## src/rtl/sbox_out_buffer.sv

```systemverilog
`default_nettype none
// ============================================================================
//  Module      : sbox_out_buffer
//  Description : Output stage of the 32-bit masked S-box datapath. Tracks
//                columns travelling through the fixed-latency S-box pipeline,
//                captures the bitsliced share vector (D shares per bit) when
//                a column emerges, optionally folds in the AES affine
//                constant on share 0, and buffers results in a small FIFO.
//                Downstream sees valid/ready. Upstream sees credit-based
//                back-pressure, because the S-box pipeline cannot stall.
//
//  Optional    : SBOX_OUT_AFFINE_CONST_EN
//                  defined   -> share 0 of each output byte is XORed with 0x63
//                               on capture.
//                  undefined -> sb_in is stored unmodified.
//
//  Ports       : clk          clock, all state on rising edge
//                rst          asynchronous active-high reset
//                issue_valid  upstream launches a column this cycle
//                issue_ready  credit available (issue legal only when high)
//                sb_in        bottom-layer outputs, bit k shares at [k*D +: D]
//                out_valid    head entry available
//                out_ready    downstream accepts head
//                out_data     head entry, same packing as sb_in
//                occupancy    in-flight + stored entries
//
//  Revision    : 1.0 - initial release
// ============================================================================
module sbox_out_buffer #(
    parameter int D       = 2,
    parameter int LATENCY = 4,
    parameter int DEPTH   = 4
) (
    input  wire logic                       clk,
    input  wire logic                       rst,
    input  wire logic                       issue_valid,
    output logic                            issue_ready,
    input  wire logic [32*D-1:0]            sb_in,
    output logic                            out_valid,
    input  wire logic                       out_ready,
    output logic [32*D-1:0]                 out_data,
    output logic [$clog2(DEPTH):0]          occupancy
);

    localparam int              c_AW       = $clog2(DEPTH);
    localparam int              c_W        = 32 * D;
    localparam logic [c_AW:0]   c_DEPTH    = (c_AW + 1)'(DEPTH);
    localparam logic [c_AW:0]   c_ONE      = (c_AW + 1)'(1);

    // ------------------------------------------------------------------
    // Handshake decode
    // ------------------------------------------------------------------
    logic                 w_fire;
    logic                 w_capture;
    logic                 w_pop;
    logic [LATENCY-1:0]   r_track;
    logic [c_AW:0]        r_occ;
    logic [c_AW:0]        r_wr_ptr;
    logic [c_AW:0]        r_rd_ptr;
    logic [c_AW:0]        w_count;
    logic [c_W-1:0]       w_capt_data;
    logic [c_W-1:0]       w_head;
    logic [c_W-1:0]       r_mem [DEPTH];

    assign issue_ready = (r_occ < c_DEPTH);
    assign w_fire      = issue_valid & issue_ready;
    assign w_capture   = r_track[LATENCY-1];

    // Extra wrap bit on each pointer lets full and empty be told apart.
    assign w_count     = r_wr_ptr - r_rd_ptr;
    assign out_valid   = (w_count != '0);
    assign w_pop       = out_valid & out_ready;
    assign occupancy   = r_occ;

    // ------------------------------------------------------------------
    // Tracking shift register: one bit per pipeline stage, the tail bit
    // marks the cycle in which an issued column leaves the bottom layer.
    // ------------------------------------------------------------------
    generate
        if (LATENCY == 1) begin : g_track_1
            always_ff @(posedge clk or posedge rst) begin
                if (rst) begin
                    r_track <= '0;
                end else begin
                    r_track <= w_fire;
                end
            end
        end else begin : g_track_n
            always_ff @(posedge clk or posedge rst) begin
                if (rst) begin
                    r_track <= '0;
                end else begin
                    r_track <= {r_track[LATENCY-2:0], w_fire};
                end
            end
        end
    endgenerate

    // ------------------------------------------------------------------
    // Capture data path. The constant only ever touches share 0 of each
    // bit so no share index is combined with another.
    // ------------------------------------------------------------------
`ifdef SBOX_OUT_AFFINE_CONST_EN
    localparam logic [7:0] c_AFFINE = 8'h63;

    generate
        for (genvar k = 0; k < 32; k++) begin : g_affine
            assign w_capt_data[k*D] = sb_in[k*D] ^ c_AFFINE[k % 8];
            if (D > 1) begin : g_upper
                assign w_capt_data[k*D+1 +: D-1] = sb_in[k*D+1 +: D-1];
            end
        end
    endgenerate
`else
    assign w_capt_data = sb_in;
`endif

    // ------------------------------------------------------------------
    // Credit counter: counts columns in flight plus columns stored, so a
    // capture can never find the FIFO full.
    // ------------------------------------------------------------------
    always_ff @(posedge clk or posedge rst) begin
        if (rst) begin
            r_occ <= '0;
        end else begin
            case ({w_fire, w_pop})
                2'b10:   r_occ <= r_occ + c_ONE;
                2'b01:   r_occ <= r_occ - c_ONE;
                default: r_occ <= r_occ;
            endcase
        end
    end

    // ------------------------------------------------------------------
    // FIFO storage and pointers
    // ------------------------------------------------------------------
    always_ff @(posedge clk or posedge rst) begin
        if (rst) begin
            r_wr_ptr <= '0;
            r_rd_ptr <= '0;
            for (int i = 0; i < DEPTH; i++) begin
                r_mem[i] <= '0;
            end
        end else begin
            if (w_capture) begin
                r_mem[r_wr_ptr[c_AW-1:0]] <= w_capt_data;
                r_wr_ptr                  <= r_wr_ptr + c_ONE;
            end
            if (w_pop) begin
                r_rd_ptr <= r_rd_ptr + c_ONE;
            end
        end
    end

    // Head read is a per-share mux across entries; the result is forced to
    // zero when nothing is stored so stale shares never leave the block.
    assign w_head   = r_mem[r_rd_ptr[c_AW-1:0]];
    assign out_data = w_head & {c_W{out_valid}};

endmodule
`default_nettype wire

```

## config.mk

```make
export PLATFORM = sky130hd
export DESIGN_NAME = sbox_out_buffer
export DESIGN_NICKNAME = d
export VERILOG_FILES = /design/src/rtl/sbox_out_buffer.sv
export SDC_FILE = /design/constraint.sdc
export NUM_CORES = 1
export LEC_CHECK = 0
export CAP_MARGIN = 10
export CORE_ASPECT_RATIO = 1.25
export CORE_UTILIZATION = 37
export DETAILED_ROUTE_END_ITERATION = 10
export DONT_BUFFER_PORTS = 1
export SYNTH_ARGS = -nofsm -noshare
export SYNTH_HDL_FRONTEND = slang
export SYNTH_SLANG_ARGS = --single-unit
```

## constraint.sdc

```tcl
create_clock -name clk -period 8.15 [get_ports clk]
set_input_delay 0.815 -clock clk [delete_from_list [all_inputs] [get_ports clk]]
set_output_delay 0.815 -clock clk [all_outputs]
set_load 0.02 [all_outputs]
```

==> results list <==
- Result of the run: complete, but fails checks
- The checks that failed: design-rule violations.
- In this run the remaining antenna-violating nets after routing total 0.
- The routed design could run at a clock period as short as 4.11 ns.
- Post-synthesis net count: 821
- Row generation in the floorplan step produced 74 rows.
* Crit path kind: flop to primary output
- Number of cells produced by synthesis: 744
* R2R cell count: 11
- Final count of pins violating max slew: 0
- Number of inserted filler cells in the final layout: 3008
* Most common cell after layout, fill and taps aside: dfrtp_1
- Sequential-to-total area share from yosys stat: 54.0%
- Overall power after layout: 2.79 mW
- Summed over all cells, the static leakage comes to roughly 5.6 nW.
- Synth unique cells: 23
- Setup violations remaining at the end of the flow were counted as 0.
- Unrepaired setup endpoints after global routing: no
- Data arrival time at the worst-slack endpoint: 3.30 ns
* H-tree depth reported by CTS: 1
* Number of buffers created by CTS: 29
- Upper clock frequency limit: 243 MHz
- Number of DRC violations after detailed routing: 13
* Timing startpoint of the critical path: r_rd_ptr[0]
- Clock-pin slew was measured on the worst setup and hold paths at roughly 0.06 ns.
- Broken down by cell family, the worst path's largest delay share belongs to flip-flops.
- Cells with a size suffix above 1 make up roughly 57% of the layout.
- Period Utilization, post-route: 50.4%
- On the worst path, the slowest cell contributes a delay of 0.97 ns.
- Summed over all failing endpoints, the final setup total negative slack is 0 ns.
* Worst min-delay path class: primary input to async pin
- The die covers roughly 34000 um2.
* Worst R2R End: occupancy[2]
- Number of maximum-capacitance violations: 0
* TritonCTS sink count: 269
- Number of flip-flops and latches in the synthesized netlist: 269
* Die H: 207 um
- The routed layout has just over 6000 vias.
- Power spread over the standard cell area amounts to 204 nW/um2.
* Overall die width: 166 um
- TritonCTS built the clock tree.
- First-pass detailed-route iteration total: 7
- Pre-CTS worst setup slack: 4.54 ns
* HPWL after DPL: about 14000 um
- Crit. path cell count: 6
- The number of global-route vias before repair was 6724.
- The final layout contains 815 nets.
* Initial cell density of the core: around 38%
- Setup clock skew after layout: 0.00892 ns
- Required time worst endpoint: 7.34 ns
* Routed vias/inst: 5.23
- Area growth from synthesis to layout: 9.84%
* Pin count of the biggest net entering global routing: 125
- In the final routed layout, each cell accounts on average for 20.6 um.
* Wirelength, routed: 24300 um
* End point of the critical path: out_data[32]
- The Yosys step of the flow raised 0 warnings.
- Global router's overall resource usage: approximately 15%
- The root buffer cell chosen for the clock tree is clkbuf_16.
* Kind of capture point of the worst setup path: primary output
- Critical path peak fanout: 40
- Normalized max-slew margin: between 20% and 30%
- Traced cell by cell, the critical path runs through ha_1 > nor2b_1 > xnor2_1 > nor2_4 > buf_4 > and2b_1.
- For the pin with the worst max-slew slack, the measured transition is 1.09 ns.
- Across all register-to-register paths, the minimum setup slack is ~5.2 ns.
* Worst path setup slack after routing: 4.04 ns
- For this block, the initial DRC count from the detailed router was around 220.
- Number of buffers on the longest clock path: 3
* Hold buffers post-CTS: 0
* IO Port Bufs: 0
- In the layout the commonest cells are 267 x dfrtp_1, 257 x mux2_2, 64 x mux4_2, 44 x nor2b_4, 29 x clkbuf_16.
- Routability-driven placement finished with a final weighted congestion of between 0.6 and 0.7.
* Post-CTS setup repair buffer count: 0
- Summed over all layers, the global routing overflow is 0.
- The total area inside the core boundary comes to 33000 um2.
- Gates resized during post-CTS repair numbered 0.
- The number of buffers and inverters on the critical path is 1.
- The mapped netlist covers approximately 12000 um2.
- Final count of hold timing violations: 0
- Number of antenna cells inserted: 0
* Max rail drop VDD: approximately 0.15 mV
* CP max-delay cell: dfrtp_4
* Mean post-synth cell area: 16.8 um2
- The initial antenna violation count was 0.
- Startpoint class of the critical path: flop
- First-pass GRT wire length: 39500 um
- For this design the top-level I/O count stands at 137.
- Worst-Skew Late Latency: 0.55 ns
* R2R Path Start: r_rd_ptr[0]
worst min path at each step:
stage	endpoint	slack, ns	from	depth (start not counted)
5_1_grt	r_mem[127]	0.31	rst	1
4_1_cts	r_mem[127]	0.27	rst	1
2_1_floorplan	r_track[1]	0.33	r_track[0]	0
3_5_place_dp	r_track[2]	0.33	r_track[1]	0
3_3_place_gp	r_track[1]	0.33	r_track[0]	0
6_report	r_mem[127]	0.27	rst	1
metal layers:
layer	track usage, %	share of wire, %	routed length (um)
met3	3.53	6.1	1470
met2	24.5	50	12000
met4	4.29	2.0	481
met1	18.8	42	10300
met5	0	0	0
synthesized netlist by cell type, drive strengths merged:
| master | number | share of area (%) |
|---|---|---|
| dfrtp | 269 | 54 |
| mux2 | 257 | 23 |
| mux4 | 64 | 12 |
| nor2b | 62 | 5.9 |
| buf | 47 | 2.7 |
| inv | 11 | 0.33 |
| ha | 8 | 0.80 |
| nand2 | 7 | 0.21 |
| xnor2 | 7 | 0.49 |
| and2b | 3 | 0.18 |
| nor2 | 2 | 0.080 |
| o21ai | 2 | 0.11 |
| xor2 | 2 | 0.14 |
| fa | 1 | 0.16 |
| mux2i | 1 | 0.080 |
| o211ai | 1 | 0.060 |
power breakdown:
part | internal, mW | total [mW] | switching, mW
Combinational | 0.0771 | 0.124 | 0.0465
Clock | 0.710 | 1.24 | 0.526
Sequential | 1.40 | 1.43 | 0.0288
per-stage QoR:
| stage | instance area (um2) | hold WS, ns | std cells | util (%) |
|---|---|---|---|---|
| floorplan | 12500 | 0.331 | 744 | - |
| global placement | 12800 | 0.332 | 1125 | 38.8 |
| detailed placement | 12800 | 0.335 | 1125 | 38.8 |
| CTS | 13700 | 0.270 | 1178 | 41.5 |
| global route | 13700 | 0.309 | 1178 | 41.5 |
| finish | 13700 | 0.273 | 1178 | 41.5 |
logic make-up after synthesis:
logic type	share of synthesized area, %
AND/OR/NAND/NOR	6.35
adder cells (fa/ha/maj)	0.964
flip-flops	54.0
multiplexers	34.9
XOR/XNOR	0.633
AO/OA/AOI/OAI	0.171
buffers and inverters	3.00
flip-flops by register name, summed over array words and instances, names as in the netlist:
register,count
occupancy,3
r_mem,256
r_rd_ptr,3
r_track,4
r_wr_ptr,3
worst register-to-register path, delay by kind of cell, from the launching register on:
kind                       cells  cell delay [ns]
DFF                            1             0.97
adders and majority gates      3             0.82
xor gates and xnor gates       3             0.53
and+or+nand+nor                2             0.28
AOI/OAI and AO/OA              1             0.17
buffers and inverters          2             0.15
final cells by class:
type	instances	area (um2)	area share, %
multi-input combinational	417	5390	39.4
tap	418	523	3.82
timing repair buffer	10	87.6	0.640
inverter	11	45.0	0.329
sequential	269	6740	49.2
clock buffer	43	838	6.12
clock inverter	10	63.8	0.466
Note: power is estimated with default switching activity, not from simulation.
